`src/rtl/rice_encoder_param.sv`:
```
// Three-stage Rice encoder: capture, zigzag map, quotient/remainder split.
// Define RICE_BLOCK_BITS_EN to add the per-block coded-length accumulator.
module rice_encoder_param #(
  parameter int SAMPLE_W = 16,
  parameter int K_MAX    = 14,
  parameter int BLK_W    = 16
) (
  input  logic                       iClock,
  input  logic                       iReset,
  input  logic                       iValid,
  output logic                       oReady,
  input  logic signed [SAMPLE_W-1:0] iSample,
  input  logic                       iStart,
  input  logic [4:0]                 iK,
  input  logic [BLK_W-1:0]           iBlockLen,
  output logic                       oValid,
  input  logic                       iReady,
  output logic [SAMPLE_W-1:0]        oMSB,
  output logic [SAMPLE_W-1:0]        oLSB,
  output logic [4:0]                 oK,
  output logic [SAMPLE_W:0]          oBitsUsed,
  output logic                       oLast,
  output logic [31:0]                oBlockBits,
  output logic                       oBlockBitsValid
);

  localparam int         OW = SAMPLE_W + 1;
  localparam logic [4:0] KM = 5'(K_MAX);

  logic                w_adv;
  logic                w_acc;
  logic [4:0]          w_kc;
  logic [4:0]          w_k;
  logic [BLK_W-1:0]    w_len;
  logic [BLK_W-1:0]    w_cnt_n;
  logic                w_last;
  logic [SAMPLE_W-1:0] w_u;
  logic [SAMPLE_W-1:0] w_msb;
  logic [SAMPLE_W-1:0] w_lsb;
  logic [OW-1:0]       w_bits;

  logic [4:0]          r_klat;
  logic [BLK_W-1:0]    r_cnt;
  logic                r_s1_valid;
  logic [SAMPLE_W-1:0] r_s1_sample;
  logic [4:0]          r_s1_k;
  logic                r_s1_last;
  logic                r_s2_valid;
  logic [SAMPLE_W-1:0] r_s2_u;
  logic [4:0]          r_s2_k;
  logic                r_s2_last;

  // every stage moves in lockstep; a held output word freezes the pipe
  assign w_adv  = !oValid || iReady;
  assign oReady = iReset && w_adv;
  assign w_acc  = iValid && oReady;

  assign w_kc  = (iK > KM) ? KM : iK;
  assign w_len = (iBlockLen == '0) ? BLK_W'(1) : iBlockLen;

  always_comb begin
    w_k     = r_klat;
    w_last  = 1'b0;
    w_cnt_n = r_cnt;
    if (iStart) begin
      w_k     = w_kc;
      w_last  = (w_len == BLK_W'(1));
      w_cnt_n = w_len - BLK_W'(1);
    end else if (r_cnt != '0) begin
      w_last  = (r_cnt == BLK_W'(1));
      w_cnt_n = r_cnt - BLK_W'(1);
    end
  end

  assign w_u = {r_s1_sample[SAMPLE_W-2:0], 1'b0}
             ^ {SAMPLE_W{r_s1_sample[SAMPLE_W-1]}};

  assign w_msb  = r_s2_u >> r_s2_k;
  assign w_lsb  = r_s2_u & ~({SAMPLE_W{1'b1}} << r_s2_k);
  assign w_bits = {1'b0, w_msb} + OW'(r_s2_k) + OW'(1);

  always_ff @(posedge iClock) begin
    if (!iReset) begin
      r_klat      <= '0;
      r_cnt       <= '0;
      r_s1_valid  <= 1'b0;
      r_s1_sample <= '0;
      r_s1_k      <= '0;
      r_s1_last   <= 1'b0;
      r_s2_valid  <= 1'b0;
      r_s2_u      <= '0;
      r_s2_k      <= '0;
      r_s2_last   <= 1'b0;
      oValid      <= 1'b0;
      oMSB        <= '0;
      oLSB        <= '0;
      oK          <= '0;
      oBitsUsed   <= '0;
      oLast       <= 1'b0;
    end else if (w_adv) begin
      r_s1_valid <= w_acc;
      if (w_acc) begin
        r_s1_sample <= iSample;
        r_s1_k      <= w_k;
        r_s1_last   <= w_last;
        r_klat      <= w_k;
        r_cnt       <= w_cnt_n;
      end
      r_s2_valid <= r_s1_valid;
      if (r_s1_valid) begin
        r_s2_u    <= w_u;
        r_s2_k    <= r_s1_k;
        r_s2_last <= r_s1_last;
      end
      oValid <= r_s2_valid;
      if (r_s2_valid) begin
        oMSB      <= w_msb;
        oLSB      <= w_lsb;
        oK        <= r_s2_k;
        oBitsUsed <= w_bits;
        oLast     <= r_s2_last;
      end
    end
  end

`ifdef RICE_BLOCK_BITS_EN
  logic        r_s1_first;
  logic        r_s2_first;
  logic        r_s3_first;
  logic [31:0] r_acc;
  logic [31:0] r_bb;
  logic        r_bbv;
  logic [31:0] w_sum;

  // a block-opening word restarts the sum, so abandoned blocks drop out
  assign w_sum = (r_s3_first ? 32'd0 : r_acc) + 32'(oBitsUsed);

  always_ff @(posedge iClock) begin
    if (!iReset) begin
      r_s1_first <= 1'b0;
      r_s2_first <= 1'b0;
      r_s3_first <= 1'b0;
      r_acc      <= '0;
      r_bb       <= '0;
      r_bbv      <= 1'b0;
    end else begin
      r_bbv <= 1'b0;
      if (w_adv) begin
        if (w_acc)      r_s1_first <= iStart;
        if (r_s1_valid) r_s2_first <= r_s1_first;
        if (r_s2_valid) r_s3_first <= r_s2_first;
      end
      if (oValid && iReady) begin
        if (oLast) begin
          r_bb  <= w_sum;
          r_bbv <= 1'b1;
          r_acc <= '0;
        end else begin
          r_acc <= w_sum;
        end
      end
    end
  end

  assign oBlockBits      = r_bb;
  assign oBlockBitsValid = r_bbv;
`else
  assign oBlockBits      = '0;
  assign oBlockBitsValid = 1'b0;
`endif

endmodule

```
`config.mk`:
```
export PLATFORM = sky130hd
export DESIGN_NAME = rice_encoder_param
export DESIGN_NICKNAME = d
export VERILOG_FILES = /design/src/rtl/rice_encoder_param.sv
export SDC_FILE = /design/constraint.sdc
export NUM_CORES = 1
export LEC_CHECK = 0
export ABC_AREA = 1
export CAP_MARGIN = 15
export CORE_MARGIN = 2
export CORE_UTILIZATION = 31
export CTS_CLUSTER_DIAMETER = 50
export DETAILED_ROUTE_END_ITERATION = 7
export GPL_ROUTABILITY_DRIVEN = 0
export SYNTH_ARGS = -nofsm -noshare
export SYNTH_HDL_FRONTEND = slang
export SYNTH_SLANG_ARGS = --single-unit
```
`constraint.sdc`:
```
create_clock -name iClock -period 3.7 [get_ports iClock]
set_input_delay 0.74 -clock iClock [delete_from_list [all_inputs] [get_ports iClock]]
set_output_delay 0.74 -clock iClock [all_outputs]
set_load 0.01 [all_outputs]
```
# After elaboration in Yosys (flattened, before gate mapping)

Cells that the tools add are included.
W data, S select, Z words.

Flip-flop bits (word level): 118
Bits of input ports: 42
Output and inout port bits: 90
Logic and storage cells: 46

Add/sub/neg operators: 4
Order comparisons: 1
Eq/ne operators: 2
Shifts and indexed selects: 2
Muxes and demuxes: 7
Bitwise gates (word level): 3
Reduce and logical (&&, ||, !) cells: 12

Operators with widths:

| cell                    | count |
|---|---|
| $mux W16                | 3 |
| $eq A16 B1 Y1 const B   | 2 |
| $sub A16 B1 Y16 const B | 2 |
| $add A16 B5 Y17         | 1 |
| $add A17 B1 Y17 const B | 1 |
| $and A16 B16 Y16        | 1 |
| $logic_not A16 Y1       | 1 |
| $not A16 Y16            | 1 |
| $reduce_bool A16 Y1     | 1 |
| $shl A16 B5 Y16 const A | 1 |
| $shr A16 B5 Y16         | 1 |
| $xor A16 B16 Y16        | 1 |
| $mux W5                 | 2 |
| $reduce_and A2 Y1       | 3 |
| $reduce_and A3 Y1       | 2 |
| $gt A5 B4 Y1 const B    | 1 |
| $logic_and A1 B1 Y1     | 2 |
| $mux W1                 | 2 |
| $reduce_bool A2 Y1      | 1 |
| $logic_not A1 Y1        | 1 |
| $logic_or A1 B1 Y1      | 1 |

# Logic depth before layout (Yosys ltp)

Word-level depth: 5
Depth in mapped cells: 21
Depth with buffers taken out: 20

# Worst setup path after synthesis

Ideal clock, no wire load.

Path type: register to register
Start point: register r_s2_k[0]
End point: register oBitsUsed[9]
Library setup time: 114 ps
Arrival: 2566 ps
Data required time: 3586 ps
Setup slack: 1020 ps
Stages on the path, launching flop included: 21
Buffers on the path: 2
Clock period less this slack: 2680 ps
Cells stage by stage: dfxtp_1 -> buf_6 -> buf_4 -> o21ai_0 -> nand2_1 -> o21ai_0 -> nand2_1 -> o21ai_0 -> a21oi_1 -> inv_1 -> ha_1 -> nand2_1 -> o21ai_0 -> a21o_1 -> nand2_2 -> nor2_8 -> nand2_2 -> nand2_1 -> nand2_1 -> o21bai_1 -> inv_1

Longest elaborated chain between the ends: 3

Ends and longest elaborated chain:

| what                     | RTL line | source |
|---|---|---|
| start: declaration       | 50       | `logic [4:0] r_s2_k;` |
| start signal: assignment | 112      | `r_s2_k <= r_s1_k;` |
| $shr A16 B5 Y16          | 78       | `assign w_msb = r_s2_u >> r_s2_k;` |
| net w_msb[1]             | 38       | `logic [SAMPLE_W-1:0] w_msb;` |
| $add A16 B5 Y17          | 80       | `assign w_bits = {1'b0, w_msb} + OW'(r_s2_k) + OW'(1);` |
| $add A17 B1 Y17          | 80       |  |
| end signal: assignment   | 120      | `oBitsUsed <= w_bits;` |
| end: declaration         | 21       | `output logic [SAMPLE_W:0] oBitsUsed,` |

The timed path passes the listed nets, and every way through them passes these cells.
A chain may end at the register's enable or synchronous reset.

# Worst setup path after layout

Start point: register r_s2_k[1]
End point: register oBitsUsed[14]

Longest elaborated chain between the ends: 3

Ends and longest elaborated chain:

| what              | RTL line |
|---|---|
| $shr A16 B5 Y16   | 78 |
| $add A16 B5 Y17 * | 80 |
| $add A17 B1 Y17 * | 80 |

Every way passes the cells marked *; elsewhere a longest branch is shown, timed or not.

==> flow_summary.ini <==
[critical_path]
critical_path_class = register to register
path_cells = buf_4 -> nor2_1 -> inv_1 -> o21ai_0 -> a221oi_2 -> ha_1 -> fa_1 -> nand3b_1 -> and2_1 -> inv_1 -> nand2_1 -> nor2_4 -> nand4_2 -> nand2_1 -> nand2_1 -> nor2_1
worst-path-buf-inv = 3
path_delay_family = simple AND/OR/NAND/NOR gates
crit_slowest_cell = fa_1
cp-start-kind = register
worstSetupEndpointType = register
crit_required_ns = 4.05
cpMostUsedCell = nand2_1
cp_slowest_stage_delay_ns = 0.40
crit_arrival_ns = 3.49
path_max_fanout = 9

[drt]
drc = 0
totalWireLength_um = 18300
vias = 6353
firstDrtPassIters = 5
viasPerCell = 4.79
wl_per_cell_um = 13.8
postRouteAntennaNets = 0
drt-initial-drc-count = 358

[cells_and_area]
area_delta_synth_final_pct = 25.0
diodes = 0
drive_gt1_share_pct = 11.2
finalNonFillerCells = 1325
final_nets = 1089

[floorplanning]
start_util_pct = 31.8
die_w_um = 151
ios = 132
die_area_sq_um = 22900
rows = 53
core_sq_um = 21200
dieHeight_um = 151

[clock_tree]
cts_root_buf = clkbuf_16
cts-buffers-inserted = 17
cts_sinks = 118
cts_hold_buf = 0
cts_buffer_depth = 2
post_cts_buffers = 0
clk_pin_slew_worst_paths_ns = 0.05
cts_tree = built
clk-insertion-delay-late_ns = 0.41
cts_resized = 0
htree_levels = 4

[synthesis]
yosysMostFrequentCell = nand2_1
synth-async-reset-ratio_pct = 0
avgSynthCellArea_sq_um = 7.04
synth.area.top_cells = dfxtp_1, nand2_1, o21ai_0
yosysTopAreaCell = dfxtp_1
ys.flop_type = dfxtp_1
synth.top_cell.area_share_pct = 35.1
syn_inst = 957
synthesis.area_sq_um = 6740
synth-edff-count = 0
synth_cell_types = 54
ys_seq_area_share_pct = 35.1
ys_ff_latch = 118
yosys-top-cells-count = nand2_1, dfxtp_1, o21ai_0, inv_1, nor2_1
ys_warn_count = 0

[global_route]
antenna_found_initial = 0
grt-ovfl-total = 0
grt_pass1_wl_um = 29600
globalRouteTotalUtil_pct = 16.5
grt_pass1_vias = 5780
grt_max_degree = 79

[sta]
whs_ns = 0.459
rsz0062_at_grt = false
period_needed_ns = 3.14
tightestPinTransition_ns = 0.742
max_slew_margin_pct = 50.5
finalSetupViolCount = 0
hold_viol_final = 0
fmax_mhz = 319
drv_slew = 0
setup_tns_ns = 0
finalCritPeriodShare_pct = 84.8
finalClockSkew_ns = 0.00625

[placed_design]
portBuffers = 98
dpl.hpwl_um = 13400
dp_cells = 1294

[worst_hold_path]
hold_class = register to register

[power_and_ir_drop]
power_density_nw_per_um2 = 466
ir_worst_vdd_uv = 192
leakage_nw = 3.57

[flow_run]
max_cap_viol_count = 0

[run_status]
status = finished, final reports clean
-- cells by family (layout without fill, tap and decap cells) --
kind of cell             after synthesis  after routing  share of synthesized area (%)
AND/OR/NAND/NOR                      394            394                           28.0
AO/OA/AOI/OAI                        231            231                           19.5
buffers and inverters                186            247                           13.3
flip-flops                           118            118                           35.1
XOR/XNOR                              18             18                           2.34
adder cells (fa/ha/maj)                9              9                           1.78
other                                  1             33                         0.0557
-- flip-flops by register name (all words and copies together), names as in the netlist --
| register | cells |
|---|---|
| oK | 5 |
| r_s1_sample | 16 |
| oMSB | 16 |
| r_s2_last | 1 |
| r_s2_valid | 1 |
| oLast | 1 |
| oValid | 1 |
| r_cnt | 16 |
| r_s1_k | 5 |
| oBitsUsed | 17 |
| r_s1_last | 1 |
| oLSB | 16 |
| r_s2_u | 16 |
| r_s2_k | 5 |
| r_s1_valid | 1 |
-- layout by cell type, fill, tap and decap left out, types with 4 or more instances in the layout --
cell type        Yosys  routed
a211oi_1             4       4
a21oi_1             77      77
a311oi_1            10      10
a31oi_1              5       5
buf_4               39      14
bufinv_16            0       4
clkbuf_16            0      17
clkbuf_8             0       4
clkdlybuf4s50_1      0      97
clkinv_2             0       4
conb_1               1      33
dfxtp_1            118     118
ha_1                 8       8
inv_1               89      89
inv_2               13      13
nand2_1            167     167
nand2_2             16      16
nand2_4              5       5
nand3_1             57      57
nand3_2             13      13
nand4_1             12      12
nor2_1              89      88
nor2_2               7       7
nor2_4               8       9
nor3_1               8       8
o211ai_1            14      14
o21ai_0            100     100
xor2_1              15      15
-- worst min-delay path, stage by stage, from the launching register on --
cell     delay, ns
dfxtp_1       0.32
nand2_1       0.05
o21ai_0       0.05
-- power by group --
part           total [W]  leakage, nW  internal (W)  switching [W]
combinational   0.000737         2.29      0.000280       0.000457
sequential       0.00143        0.967       0.00136      0.0000723
clock            0.00176        0.312       0.00119       0.000569
total            0.00392         3.57       0.00283        0.00110
-- area by class of cell --
cell class                      count  area, sq um
Sequential cell                   118         2360
Clock inverter                      9          148
Inverter                          104          390
Multi-Input combinational cell    685         3610
Timing Repair Buffer              112         1080
Clock buffer                       22          484
Tap cell                          275          344
Fill cell                        2198        12700
-- final timing paths --
path                            startpoint            end  slack, ns  depth (start not counted)
worst min register to register  r_s1_valid     r_s2_valid       0.46                          2
worst min-delay path            r_s1_valid     r_s2_valid       0.46                          2
worst max-delay path             r_s2_k[1]  oBitsUsed[14]       0.56                         16
worst max register to register   r_s2_k[1]  oBitsUsed[14]       0.56                         16
-- stage by stage --
step,total power (W),util [%],setup slack [ns],area (sq um)
floorplan,0.00197,-,1.02,6860
global placement,0.00218,36.8,0.443,7780
detailed placement,0.00219,36.8,0.385,7780
CTS,0.00396,39.8,0.578,8420
global route,0.00412,39.8,0.323,8420
finish,0.00392,39.8,0.561,8420
-- layer usage --
layer  share of wire [%]  vias to the layer above  GRT usage (%)
met3                 5.6                       24           3.83
met1                  48                     2873           22.2
met2                  44                      187           26.1
met5                   0                        -              0
met4                 1.8                        0           5.42
li1                    -                     3269              -
No activity file was read; power rests on OpenSTA's default activity.
